[src/rtl/alloc_ctrl.sv]
// Dispatch-side controller for one allocator instance: capacity gating, grant
// encoding, shadow busy/free tracking and flush recovery via bulk clear.
module alloc_ctrl #(
  parameter int unsigned NUM_RESOURCES = 64,
  parameter int unsigned NUM_REQUESTS  = 3,
  parameter int unsigned IDX_W         = $clog2(NUM_RESOURCES),
  parameter int unsigned CNT_W         = $clog2(NUM_RESOURCES + 1),
  localparam int unsigned DC_W         = $clog2(NUM_REQUESTS + 1)
) (
  input  logic                                        clock,
  input  logic                                        reset,
  input  logic                                        disp_valid,
  input  logic [DC_W-1:0]                             disp_count,
  output logic                                        disp_ready,
  output logic [NUM_REQUESTS-1:0][IDX_W-1:0]          disp_idx,
  input  logic [NUM_RESOURCES-1:0]                    release_mask,
  input  logic                                        flush,
  input  logic [NUM_RESOURCES-1:0]                    flush_mask,
  output logic [NUM_REQUESTS-1:0]                     alloc_req,
  output logic [NUM_RESOURCES-1:0]                    alloc_clear,
  input  logic [NUM_REQUESTS-1:0][NUM_RESOURCES-1:0]  alloc_grant,
  output logic [CNT_W-1:0]                            free_count,
  output logic [NUM_RESOURCES-1:0]                    busy,
  output logic                                        recovering,
  output logic                                        alloc_err
);

  typedef enum logic {RUN, RECOVER} state_t;

  state_t                   state, state_next;
  logic [NUM_RESOURCES-1:0] flush_mask_q, flush_mask_next;
  logic [NUM_RESOURCES-1:0] busy_next, grant_or;
  logic [CNT_W-1:0]         free_next, clear_pop, row_cnt;
  logic                     fire, err_hit;

  assign recovering = (state == RECOVER);

  always_comb begin
    disp_ready = (state == RUN) && !flush && (CNT_W'(disp_count) <= free_count);
    fire       = disp_valid && disp_ready;

    for (int unsigned k = 0; k < NUM_REQUESTS; k++) begin
      alloc_req[k] = fire && (DC_W'(k) < disp_count);
    end

    // OR-encoding yields the index for a one-hot row and 0 for an empty row
    for (int unsigned k = 0; k < NUM_REQUESTS; k++) begin
      disp_idx[k] = '0;
      for (int unsigned j = 0; j < NUM_RESOURCES; j++) begin
        if (alloc_grant[k][j]) disp_idx[k] = disp_idx[k] | IDX_W'(j);
      end
    end

    alloc_clear = (release_mask | (recovering ? flush_mask_q : '0)) & busy;

    clear_pop = '0;
    for (int unsigned j = 0; j < NUM_RESOURCES; j++) begin
      clear_pop = clear_pop + CNT_W'(alloc_clear[j]);
    end

    grant_or = '0;
    err_hit  = 1'b0;
    for (int unsigned k = 0; k < NUM_REQUESTS; k++) begin
      row_cnt = '0;
      for (int unsigned j = 0; j < NUM_RESOURCES; j++) begin
        row_cnt = row_cnt + CNT_W'(alloc_grant[k][j]);
      end
      if (alloc_req[k]) begin
        grant_or = grant_or | alloc_grant[k];
        if (row_cnt != CNT_W'(1) || (alloc_grant[k] & busy) != '0) err_hit = 1'b1;
      end
    end

    busy_next = (busy & ~alloc_clear) | grant_or;
    free_next = free_count + clear_pop - (fire ? CNT_W'(disp_count) : '0);

    state_next      = state;
    flush_mask_next = flush_mask_q;
    case (state)
      RUN: begin
        if (flush) begin
          state_next      = RECOVER;
          flush_mask_next = flush_mask;
        end
      end
      RECOVER: begin
        if (flush) flush_mask_next = flush_mask;
        else       state_next      = RUN;
      end
      default: state_next = RUN;
    endcase
  end

  always_ff @(posedge clock or posedge reset) begin
    if (reset) begin
      state        <= RUN;
      busy         <= '0;
      free_count   <= CNT_W'(NUM_RESOURCES);
      flush_mask_q <= '0;
      alloc_err    <= 1'b0;
    end else begin
      state        <= state_next;
      busy         <= busy_next;
      free_count   <= free_next;
      flush_mask_q <= flush_mask_next;
      if (err_hit) alloc_err <= 1'b1;
    end
  end

endmodule

[config.mk]
export PLATFORM = sky130hd
export DESIGN_NAME = alloc_ctrl
export DESIGN_NICKNAME = d
export VERILOG_FILES = /design/src/rtl/alloc_ctrl.sv
export SDC_FILE = /design/constraint.sdc
export NUM_CORES = 1
export LEC_CHECK = 0
export ABC_AREA = 1
export ABC_CLOCK_PERIOD_IN_PS = 7170
export CAP_MARGIN = 40
export CORE_AREA = 8 8 183 185
export CTS_CLUSTER_SIZE = 24
export DETAILED_ROUTE_END_ITERATION = 12
export DIE_AREA = 0 0 191 193
export DONT_BUFFER_PORTS = 1
export MAX_ROUTING_LAYER = met4
export PLACE_DENSITY = 0.75
export REMOVE_ABC_BUFFERS = 1
export SYNTH_ARGS = -nofsm -noshare
export SYNTH_HDL_FRONTEND = slang
export SYNTH_SLANG_ARGS = --single-unit
[constraint.sdc]
create_clock -name clock -period 7.17 [get_ports clock]
set_input_delay 1.434 -clock clock [delete_from_list [all_inputs] [get_ports clock]]
set_output_delay 1.434 -clock clock [all_outputs]
set_load 0.01 [all_outputs]
==> results.md <==
- Die width: 191 um
- CTS Buf Count: 17
- CP required: 7.55 ns
- Largest family of logic cells by synthesized area: adder cells
- Initial antenna violation count: 2
- WL final: 86,800 um
- Simple-Gate Fraction of Synth Area: 23.2%
- Yosys top cell by area: fa_1
- Setup_tns: -0.0423 ns
- Die height: 193 um
- Number of max-cap violations: 0
- WHS: 0.510 ns
- Yosys cell types: 32
- Failing checks: negative setup slack
- Crit. Startpoint: release_mask[23]
- Rel. slew slack: 47.0%
- Min Tclk post-route: 7.21 ns
- Die footprint: 0.0369 mm2
- Row cnt: 65
- CTS Sinks: 137
- Fin. max-slew vios: 0
- GRT Util Overall: 48.1%
- Place WS: -0.600 ns
- Crit path DAT: 7.59 ns
- Yosys reg bits: 137
- Mux cell area share after synthesis: 4.28%
- CTS clk-pin slew, worst paths: 0.06 ns
- Worst-Margin Slew: 0.795 ns
- Final period util: 101%
- H-tree depth: 4
- Final ANT Viol Nets: 0
- Worst Skew: 0.00750 ns
- Routability cong.: 1.09
- Most frequent cells in the layout: inv_1, nand2_1, nor2_1, fa_1, dfrtp_1
- Critical Path Source Type: input pin
- Mapped cell area: 0.0169 mm2
- RSZ-0062 raised after global routing: true
- Post-synthesis xor/xnor area fraction: 0.780%
- Complex-gate fraction of the synthesized area: 5.74%
- Crit path top cell by count: fa_1
- Cell count after synthesis: 2,216
- Cells on worst reg2reg path: 25
- Dpl hpwl: 72,900 um
- Warning count from the yosys run: 0
- Critical path's slowest cell: fa_1
- Reg2reg setup slack: 0.11 ns
- Final setup fails: 1
- Lkg Pwr: 9.88 nW
- CTS tree: yes
- Routed via count: 17,021
- First-pass GRT wire length: 122,000 um
- Global route total overflow: 0
- Crit Path Category: in -> reg
- Final WS setup: -0.0423 ns
- RR Startpoint: recovering$_DFF_PP0_
- Maximum fanout along the worst path: 2
- Syn_area_per_cell: 7.60 um2
- Clock Path Buffers: 2
- Area share of the largest cell type after synthesis: 26.0%
- Area Overhead vs Synth: 11.5%
- Post-CTS Hold Fix Bufs: 0
- Hold crit path type: reg -> reg
- I/O pin cnt: 485
- Skew-Pair Late Insertion Delay: 0.45 ns
- Maximum vdd drop: 0.000957 V
- DR WL/cell: 31.6 um
- Most common cell after layout, fill and taps aside: inv_1
- PD cells: 575 mW/mm2
- Post-synthesis sequential area ratio: 20.4%
- Synth Area in Adders: 32.3%
- Largest net degree at the start of global routing: 72
- Drt initial violations: 2,407
- Drt first pass iters: 7
- Nets: 2,957
- Drc violations: 0
- Ranking of synthesized cells by area: fa_1, dfrtp_1, inv_1
- Crit path to: free_count[6]$_DFF_PP1_
- Core box area: 0.0308 mm2
- Root Buffer: clkbuf_16
- Port buffer count: 0
- Total power draw: 10.8 mW
- Finished Core Util: 61.0%
- Hold Crit Depth: 1
- Crit. End Element: flip-flop
- Number of global-route vias before repair: 17,861
- Reg-to-Reg End: free_count[6]$_DFF_PP1_
- Highest Clock Rate: 0.139 GHz
- Final Hold Viols: 0
- Layout cells sized above 1: 10.9%
- Outcome: complete, but fails checks
- Via-to-Cell Ratio: 6.20
- CP peak stage delay: 0.53 ns
- Starting Density: 54.7%
## area by class of cell
type	instances	area [um2]
Antenna cell	5	12.5
Clock buffer	19	453
Clock inverter	13	131
Fill cell	2804	12000
Inverter	543	2050
Multi-Input combinational cell	1502	11200
Sequential cell	137	3430
Tap cell	402	503
Timing Repair Buffer	126	998
## per-stage QoR
step                      cell area (um2)  std cells
after global routing                18800       2744
after CTS                           18700       2741
after detailed placement            18100       2709
final                               18800       2747
after floorplan                     16600       2182
after global placement              18100       2707
## how the worst min path moves through the flow
stage / start / endpoint / slack, ns
after floorplan: flush_mask_q[0]$_DFFE_PP0P_ / flush_mask_q[0]$_DFFE_PP0P_ / 0.48
after global placement: flush_mask_q[49]$_DFFE_PP0P_ / flush_mask_q[49]$_DFFE_PP0P_ / 0.49
after detailed placement: flush_mask_q[19]$_DFFE_PP0P_ / flush_mask_q[19]$_DFFE_PP0P_ / 0.50
after CTS: flush_mask_q[4]$_DFFE_PP0P_ / flush_mask_q[4]$_DFFE_PP0P_ / 0.51
after global routing: flush_mask_q[5]$_DFFE_PP0P_ / flush_mask_q[5]$_DFFE_PP0P_ / 0.52
final: flush_mask_q[37]$_DFFE_PP0P_ / flush_mask_q[37]$_DFFE_PP0P_ / 0.51
## worst max-delay path: cells and delay by family
kind                     cells  cell delay [ns]
buffers and inverters        6             0.53
AND/OR/NAND/NOR              7             0.74
AO/OA/AOI/OAI                2             0.19
adder cells (fa/ha/maj)     10             4.69
## layer usage
metal	track usage, %	vias to the layer above	wire, um
met5	-	-	0
met1	53.2	8163	28500
met4	32.0	0	7070
met2	71.4	1465	37900
li1	-	6955	-
met3	19.2	438	13200
## synth_stat cells, drive strengths merged
cell type and count:
a21boi 3, a21oi 132, and2 1, and3 2, buf 29, clkbuf 5
dfrtp 136, dfstp 1, fa 219, ha 85, inv 543, mux2 64
nand2 427, nand3 40, nand4 39, nor2 350, nor3 22, nor3b 2
nor4 51, o211ai 27, o21ai 13, o21bai 1, or2 9, xnor2 7
xor2 8
## power by group
group | total (mW) | switching, mW | internal (mW) | leakage, nW
Clock | 0.917 | 0.412 | 0.505 | 0.283
Sequential | 1.06 | 0.149 | 0.909 | 1.71
Combinational | 8.82 | 5.04 | 3.78 | 7.89
## kinds of logic (layout without fill, tap and decap cells)
kind of cell / after synthesis / count (layout)
xor+xnor: 15 / 15
simple gates: 943 / 943
mux: 64 / 64
flops: 137 / 137
other cells: 0 / 5
compound gates: 176 / 176
buf+inv: 577 / 701
fa+ha+maj: 304 / 304
## registers in the layout (all words and copies together) (netlist names)
register / count
busy: 64
flush_mask_q: 64
free_count: 7
alloc_err: 1
recovering: 1
## timing repair
action,in CTS,in global routing
endpoints found under the setup margin,1,3
buffers inserted,0,1
gates resized for setup,3,15
pin swaps,2,8
No activity file was read; power rests on OpenSTA's default activity.
